`config.mk`:
```
export PLATFORM = sky130hd
export DESIGN_NAME = adder_wrapper_bist
export DESIGN_NICKNAME = d
export VERILOG_FILES = /design/src/rtl/adder_wrapper_bist.sv
export SDC_FILE = /design/constraint.sdc
export NUM_CORES = 1
export LEC_CHECK = 0
export CORE_ASPECT_RATIO = 0.6
export CORE_UTILIZATION = 45
export CTS_CLUSTER_DIAMETER = 60
export CTS_CLUSTER_SIZE = 14
export DETAILED_ROUTE_END_ITERATION = 7
export PLACE_DENSITY = 0.68
export SETUP_SLACK_MARGIN = 0.02
export SYNTH_ARGS = -nofsm -noshare
export SYNTH_HDL_FRONTEND = slang
export SYNTH_SLANG_ARGS = --single-unit
```
`constraint.sdc`:
```
create_clock -name clk -period 7.41 [get_ports clk]
set_input_delay 1.482 -clock clk [delete_from_list [all_inputs] [get_ports clk]]
set_output_delay 1.482 -clock clk [all_outputs]
set_load 0.05 [all_outputs]
```
`src/rtl/adder_wrapper_bist.sv`:
```
// BIST driver/checker for a registered adder wrapper: LFSR operands out,
// wrapper sum/cout in, compared against a pipelined golden a+b.
module adder_wrapper_bist #(
   parameter int unsigned WIDTH       = 16,
   parameter int unsigned LATENCY     = 2,
   parameter int unsigned NUM_VECTORS = 256,
   parameter logic [31:0] SEED        = 32'hACE1_1234
) (
   input  logic             clk,
   input  logic             rst_n,
   input  logic             start,
   output logic [WIDTH-1:0] op_a,
   output logic [WIDTH-1:0] op_b,
   input  logic [WIDTH-1:0] res_sum,
   input  logic             res_cout,
   output logic             busy,
   output logic             done,
   output logic             pass,
   output logic [15:0]      err_count,
   output logic [15:0]      first_err_idx
);

   localparam logic [31:0] SEED_EFF = (SEED == '0) ? 32'd1 : SEED;
   localparam logic [31:0] MASK     = 32'h8020_0003;

   typedef enum logic [1:0] {S_IDLE, S_RUN, S_DRAIN, S_DONE} state_e;

   state_e            state_q, state_d;
   logic [31:0]       lfsr_q, lfsr_d;
   logic [WIDTH-1:0]  op_a_q, op_a_d, op_b_q, op_b_d;
   logic [15:0]       issue_q, issue_d;
   logic [15:0]       err_q, err_d, first_q, first_d;
   logic              busy_q, busy_d, done_q, done_d, pass_q, pass_d;

   // Stage 0 loads together with op_a/op_b; stage k holds the vector that was
   // on the op registers k cycles earlier, so stage LATENCY lines up with res_*.
   logic [LATENCY:0]  vld_q, vld_d;
   logic [WIDTH:0]    exp_q [LATENCY+1];
   logic [WIDTH:0]    exp_d [LATENCY+1];
   logic [15:0]       idx_q [LATENCY+1];
   logic [15:0]       idx_d [LATENCY+1];

   always_ff @(posedge clk or negedge rst_n) begin
      if (!rst_n) begin
         state_q <= S_IDLE;
         lfsr_q  <= SEED_EFF;
         op_a_q  <= '0;
         op_b_q  <= '0;
         issue_q <= '0;
         err_q   <= '0;
         first_q <= '1;
         busy_q  <= 1'b0;
         done_q  <= 1'b0;
         pass_q  <= 1'b0;
         vld_q   <= '0;
         for (int unsigned k = 0; k <= LATENCY; k++) begin
            exp_q[k] <= '0;
            idx_q[k] <= '0;
         end
      end else begin
         state_q <= state_d;
         lfsr_q  <= lfsr_d;
         op_a_q  <= op_a_d;
         op_b_q  <= op_b_d;
         issue_q <= issue_d;
         err_q   <= err_d;
         first_q <= first_d;
         busy_q  <= busy_d;
         done_q  <= done_d;
         pass_q  <= pass_d;
         vld_q   <= vld_d;
         for (int unsigned k = 0; k <= LATENCY; k++) begin
            exp_q[k] <= exp_d[k];
            idx_q[k] <= idx_d[k];
         end
      end
   end

   always_comb begin
      state_d = state_q;
      unique case (state_q)
         S_IDLE, S_DONE: if (start) state_d = S_RUN;
         S_RUN:          if (issue_q == 16'(NUM_VECTORS - 1)) state_d = S_DRAIN;
         S_DRAIN:        if (vld_q[LATENCY-1:0] == '0) state_d = S_DONE;
         default:        state_d = S_IDLE;
      endcase
   end

   always_comb begin
      lfsr_d  = lfsr_q;
      op_a_d  = op_a_q;
      op_b_d  = op_b_q;
      issue_d = issue_q;
      err_d   = err_q;
      first_d = first_q;
      vld_d   = {vld_q[LATENCY-1:0], 1'b0};
      exp_d[0] = '0;
      idx_d[0] = '0;
      for (int unsigned k = 1; k <= LATENCY; k++) begin
         exp_d[k] = exp_q[k-1];
         idx_d[k] = idx_q[k-1];
      end

      if (vld_q[LATENCY] && ({res_cout, res_sum} != exp_q[LATENCY])) begin
         if (err_q != '1) err_d = err_q + 16'd1;
         if (first_q == '1) first_d = idx_q[LATENCY];
      end

      unique case (state_q)
         S_IDLE, S_DONE: begin
            if (start) begin
               lfsr_d  = SEED_EFF;
               issue_d = '0;
               err_d   = '0;
               first_d = '1;
            end
         end
         S_RUN: begin
            op_a_d   = lfsr_q[WIDTH-1:0];
            op_b_d   = lfsr_q[31:32-WIDTH];
            lfsr_d   = (lfsr_q >> 1) ^ (lfsr_q[0] ? MASK : 32'd0);
            vld_d[0] = 1'b1;
            exp_d[0] = {1'b0, lfsr_q[WIDTH-1:0]} + {1'b0, lfsr_q[31:32-WIDTH]};
            idx_d[0] = issue_q;
            issue_d  = issue_q + 16'd1;
         end
         default: ;
      endcase

      busy_d = (state_d == S_RUN) || (state_d == S_DRAIN);
      done_d = (state_d == S_DONE);
      pass_d = (state_d == S_DONE) && (err_d == '0);
   end

   assign op_a          = op_a_q;
   assign op_b          = op_b_q;
   assign busy          = busy_q;
   assign done          = done_q;
   assign pass          = pass_q;
   assign err_count     = err_q;
   assign first_err_idx = first_q;

endmodule

```
==> run_results.csv, run 1 <==
group,metric,value,unit
worst_setup_path,cp.arrival,4.04,ns
worst_setup_path,crit_cells,9,
drt,drtAntennaViolNets,0,
place,post-place-cells,1038,
timing,fin_worst_skew,0.0135,ns
yosys,synth_top_area_share,54.5,%
cells_and_area,n_antenna_cell,0,
floorplanning,rows,39,
yosys,ys_warn_count,0,
clock_tree,clkSinkCount,219,
grt,grt_remaining_overflow,0,
yosys,synth_most_common_cell,"dfrtp_1",
drt,wire_per_inst,15.9,µm
yosys,yosys.area.top_type,"dfrtp_1",
outcome,outcome,"finished, final reports clean",
timing,worstMarginPinSlew,1.14,ns
timing,hold_ws,0.341,ns
drt,drc,0,
yosys,yosys.area_share.simple,13.4,%
floorplanning,initial_core_util,46.0,%
drt,dr.pass1.iters,4,
cells_and_area,area_growth_syn_to_layout,18.3,%
place,pre_cts_ws,3.24,ns
clock_tree,cts_hold_buf,0,
cells_and_area,final_cells,1071,
drt,drt-total-wl,17.0,mm
worst_setup_path,cp-startpoint,"res_sum[4]",
clock_tree,h-tree-depth,1,
floorplanning,die_area,20000,µm²
worst_setup_path,path_buf_inv,1,
cells_and_area,layout-drive-gt1-share,11.6,%
worst_setup_path,r2r_setup_slack,3.91,ns
min_path,hold_path.class,"reg2reg",
place,hpwl,11.3,mm
yosys,synth_fp_nets,772,
floorplanning,io_pins,87,
worst_setup_path,startpoint_type,"primary input",
drt,drt-initial-drc-count,502,
grt,antenna_found_initial,0,
worst_setup_path,path_class,"in2reg",
yosys,synthAdderAreaFrac,3.24,%
yosys,async_flop_share,100,%
clock_tree,cts.repair.resized,0,
yosys,synth_area_leaders,"dfrtp_1 55%, dfstp_2 8.7%, xor2_1 3.8%",
yosys,yosysSeqAreaShare,63.2,%
timing,hold_viol,0,
clock_tree,clk_latency,0.48,ns
timing,finalCriticalPeriod,3.64,ns
yosys,synth_area_per_cell,11.9,µm²
job,cap_violations,0,
timing,slew_headroom,23.4,%
timing,setup_viol,0,
yosys,synth_commonest_cells,"190 x dfrtp_1, 71 x nand2_1, 62 x o21ai_0, 55 x nor2_1, 38 x xor2_1",
worst_setup_path,r2r_end,"pass$_DFF_PN0_",
worst_setup_path,path_cells,"clkdlybuf4s50_1 > xor2_1 > nor4_2 > nand3_2 > o211ai_1 > mux2_4 > o31a_1 > or4_1 > nor3_2",
worst_setup_path,worstPathMaxFanout,5,
clock_tree,cts-root-buf,"clkbuf_16",
grt,first_global_vias,5115,
yosys,synthCells,730,
clock_tree,clock_path_buffers,3,
power,power.density,414,nW/µm²
place,io_buffers,86,
worst_setup_path,r2r-start,"state_q[1]$_DFF_PN0_",
grt,grt_pass1_wl,28.2,mm
floorplanning,core,19000,µm²
worst_setup_path,ff2ff_path_depth,9,
drt,vias,5384,
yosys,synth_edf_count,0,
yosys,yosysUniqueCellTypes,62,
worst_setup_path,crit_end,"pass$_DFF_PN0_",
drt,viasPerCell,5.03,
clock_tree,cts_setup_buffers,0,
timing,fmax,0.275,GHz
grt,grt_max_degree,134,
yosys,synth_area,8720,µm²
timing,rsz0062_at_grt,"false",
power,p_leak,4.70,nW
place,gp_congestion,0.889,
timing,layout_setup_ws,3.77,ns
yosys,synth_compound_area_share,8.82,%
timing,drv_slew,0,
cells_and_area,fillCellCount,1590,
cells_and_area,nets,855,
timing,tns,0,ns
floorplanning,die_w,182,µm
yosys,synthFlopType,"dfrtp_1",
yosys,synth_xor_area_share,5.82,%
cells_and_area,multi_input_area,2950,µm²
worst_setup_path,end_kind,"flop",
clock_tree,clk_pin_slew,0.06,ns
floorplanning,die_h,110,µm
grt,grt_use_total,17.9,%
place,place_area,9790,µm²
worst_setup_path,critPathSlowestCell,"clkdlybuf4s50_1",
worst_setup_path,required,7.81,ns
timing,period_share,49.2,%
cells_and_area,design_area,10300,µm²
yosys,ys_ff_latch,219,
clock_tree,cts_made_buffers,19,
worst_setup_path,cpPeakStageDelay,0.42,ns
cells_and_area,regArea,5520,µm²
clock_tree,cts_tree,"yes",
yosys,synth_top_family_by_area,"simple AND/OR/NAND/NOR gates",
worst_setup_path,cpLargestDelayFamily,"simple AND/OR/NAND/NOR gates",
yosys,synth_mux_area_share,2.51,%
power,vdd_drop_max,0.318,mV
## report_power, final
part	leakage [nW]	switching (W)	total [W]	internal (W)
sequential	2.84	0.000229	0.00179	0.00156
combinational	1.61	0.00102	0.00160	0.000585
clock	0.250	0.000404	0.000885	0.000481
total	4.70	0.00165	0.00427	0.00262
## logic make-up (layout without fill, tap and decap cells)
kind of cell | count (synthesis) | count (layout)
AOI/OAI and AO/OA | 124 | 124
xor gates and xnor gates | 58 | 58
adders and majority gates | 22 | 22
buffers and inverters | 58 | 153
DFF | 219 | 219
muxes | 19 | 19
and+or+nand+nor | 230 | 230
## routing by layer
metal	vias up	GRT usage [%]	wire length [µm]
met3	22	2.95	836
met2	120	23.2	6350
met5	-	0	0
li1	2646	-	-
met1	2596	30.3	9570
met4	0	3.93	247
## flip-flops by register name, summed over array words and instances, names as in the netlist, 17 cells and up
name	cells
exp_d	34
exp_q	17
idx_d	32
lfsr_q	32
## per-stage QoR
stage	power (W)	util (%)
final	0.00427	54.4
after global placement	0.00339	51.6
after detailed placement	0.00341	51.6
after floorplan	0.00290	-
after global routing	0.00456	54.4
after CTS	0.00431	54.4
## final cells by class
class | count | share of cell area (%)
multi-input combinational | 453 | 28.6
inverter | 29 | 1.05
clock buffer | 32 | 5.08
sequential | 219 | 53.5
tap | 246 | 2.98
clock inverter | 1 | 0.0728
timing repair buffer | 91 | 8.74
## placed cells by master, fill, tap and decap left out, types with 4 or more instances in the layout
master	count
nor4_1	4
xor2_1	38
o22a_1	13
nand3_1	13
and2_1	21
clkbuf_16	19
dfstp_2	29
a31oi_1	6
clkbuf_1	13
nor2_1	55
and3_1	6
nand2_1	71
dfrtp_1	190
o21a_1	4
nand4_1	13
buf_4	5
nor3_1	17
clkdlybuf4s50_1	85
mux2_2	15
xnor2_1	20
inv_1	28
a21oi_1	12
o21ai_0	62
ha_1	20
## worst min path at each step
stage                              startpoint             endpoint  slack, ns  cells after the start
final                     idx_d[31]$_DFF_PN0_  idx_d[15]$_DFF_PN0_       0.34                      0
after global routing      idx_d[31]$_DFF_PN0_  idx_d[15]$_DFF_PN0_       0.35                      0
after CTS                 idx_d[31]$_DFF_PN0_  idx_d[15]$_DFF_PN0_       0.34                      0
after detailed placement  exp_d[27]$_DFF_PN0_  exp_d[10]$_DFF_PN0_       0.33                      0
after global placement     exp_d[1]$_DFF_PN0_   exp_q[1]$_DFF_PN0_       0.33                      0
after floorplan           exp_d[17]$_DFF_PN0_   exp_d[0]$_DFF_PN0_       0.33                      0
(Power assumes the default switching activity.)
==> run 2, diff against run 1 <==
- clock period: 7.41 -> 3.68 ns (I/O delays scaled with it)
==> run 2 against run 1 <==
Against the previous run: count of clock-buffer cells in the layout unchanged; first-iteration DRC count shrank 29%; via count increased by 1.6%.
==> run_results.csv, run 2 (synthesized netlist as in run 1, its figures left out) <==
group,metric,value,unit
worst_setup_path,path_class,"reg2reg",
worst_setup_path,r2r_setup_slack,0.65,ns
cells_and_area,n_antenna_cell,0,
clock_tree,clk_latency,0.48,ns
worst_setup_path,end_kind,"flop",
drt,drt-initial-drc-count,357,
worst_setup_path,critPathSlowestCell,"dfrtp_1",
floorplanning,core,19000,µm²
worst_setup_path,ff2ff_path_depth,10,
grt,grt_use_total,18.1,%
clock_tree,cts_hold_buf,0,
clock_tree,cts.repair.resized,0,
cells_and_area,largest_reg_flops,34,
grt,met1_usage,30.9,%
clock_tree,clkSinkCount,219,
drt,drc,0,
floorplanning,die_w,182,µm
floorplanning,initial_core_util,46.0,%
timing,slew_headroom,51.0,%
worst_setup_path,path_cells,"ha_1 > fa_1 > a21o_1 > a21oi_1 > o21ai_0 > and3_1 > o31a_1 > o21a_1 > o21ai_0 > a21oi_1",
place,io_buffers,86,
worst_setup_path,crit_end,"exp_d[33]$_DFF_PN0_",
timing,rsz0062_at_grt,"false",
grt,grt_busiest_layer,"met1",
timing,tns,0,ns
worst_setup_path,cp.arrival,3.35,ns
floorplanning,io_pins,87,
worst_setup_path,worstPathMaxFanout,6,
worst_setup_path,cpLargestDelayFamily,"compound AO/OA/AOI/OAI gates",
grt,grt_pass1_wl,28.4,mm
place,gp_congestion,0.856,
clock_tree,clock_path_buffers,3,
timing,hold_ws,0.296,ns
timing,drv_slew,0,
drt,vias,5472,
worst_setup_path,cpPeakStageDelay,0.48,ns
cells_and_area,layout-drive-gt1-share,12.3,%
timing,period_share,82.4,%
cells_and_area,final_cells,1077,
drt,dr.pass1.iters,5,
cells_and_area,area_growth_syn_to_layout,19.1,%
clock_tree,h-tree-depth,1,
job,cap_violations,0,
worst_setup_path,crit_cells,10,
clock_tree,cts-root-buf,"clkbuf_16",
grt,antenna_found_initial,0,
drt,drt-total-wl,17.3,mm
worst_setup_path,startpoint_type,"flop",
grt,use_met3,3.18,%
clock_tree,cts_setup_buffers,0,
floorplanning,rows,39,
worst_setup_path,r2r-start,"lfsr_q[0]$_DFFE_PN0P_",
place,hpwl,11.7,mm
min_path,hold_path.class,"in2async",
grt,grt_max_degree,81,
timing,setup_viol,0,
cells_and_area,utilization,54.7,%
grt,grtUsageMet2,23.1,%
power,p_leak,4.74,nW
cells_and_area,nets,861,
power,power.density,833,nW/µm²
clock_tree,cts_made_buffers,19,
floorplanning,die_area,20000,µm²
outcome,outcome,"finished, final reports clean",
drt,wire_per_inst,16.1,µm
power,vdd_drop_max,0.469,mV
grt,first_global_vias,5132,
worst_setup_path,r2r_end,"exp_d[33]$_DFF_PN0_",
timing,worstMarginPinSlew,0.735,ns
timing,hold_viol,0,
place,post-place-cells,1044,
timing,finalCriticalPeriod,3.03,ns
drt,viasPerCell,5.08,
cells_and_area,final_cell_mix,"190 x dfrtp_1, 85 x clkdlybuf4s50_1, 71 x nand2_1, 62 x o21ai_0, 55 x nor2_1",
timing,fmax,0.330,GHz
timing,fin_worst_skew,0.0200,ns
clock_tree,cts_tree,"yes",
worst_setup_path,required,4.00,ns
drt,drtAntennaViolNets,0,
clock_tree,clk_pin_slew,0.07,ns
grt,grt_remaining_overflow,0,
worst_setup_path,cp-startpoint,"lfsr_q[0]$_DFFE_PN0P_",
power,power.total,0.00866,W
cells_and_area,final_common_cell,"dfrtp_1",
floorplanning,die_h,110,µm
worst_setup_path,path_buf_inv,0,
-- run 2: metrics by stage --
step	setup WS, ns	area [µm²]
after floorplan	0.825	8720
after global placement	0.215	9860
after detailed placement	0.188	9860
after CTS	0.687	10400
after global routing	0.524	10400
final	0.649	10400
-- run 2: worst min path at each step --
stage | start | end | cells past startpoint
after floorplan | exp_d[17]$_DFF_PN0_ | exp_d[0]$_DFF_PN0_ | 0
after global placement | idx_d[26]$_DFF_PN0_ | idx_d[10]$_DFF_PN0_ | 0
after detailed placement | exp_d[11]$_DFF_PN0_ | exp_q[11]$_DFF_PN0_ | 0
after CTS | rst_n | exp_q[13]$_DFF_PN0_ | 1
after global routing | rst_n | exp_q[12]$_DFF_PN0_ | 1
final | rst_n | exp_q[9]$_DFF_PN0_ | 1
-- run 2: report_power, final --
group	switching (W)	internal (W)
combinational	0.00206	0.00121
sequential	0.000468	0.00314
clock	0.000812	0.000969
-- run 2: final cells by class --
| type | count | area, µm² |
|---|---|---|
| Timing Repair Buffer | 97 | 972 |
| Clock inverter | 1 | 7.51 |
| Fill cell | 1626 | 8590 |
| Tap cell | 246 | 308 |
| Inverter | 29 | 109 |
| Clock buffer | 32 | 524 |
| Multi-Input combinational cell | 453 | 2950 |
| Sequential cell | 219 | 5520 |
-- run 2: routing by layer --
metal,part of all wire [%],routed length [µm],vias to the layer above
met3,4.5,784,21
met5,0,0,-
met2,38,6490,121
met4,1.6,282,0
met1,56,9740,2656
li1,-,-,2674
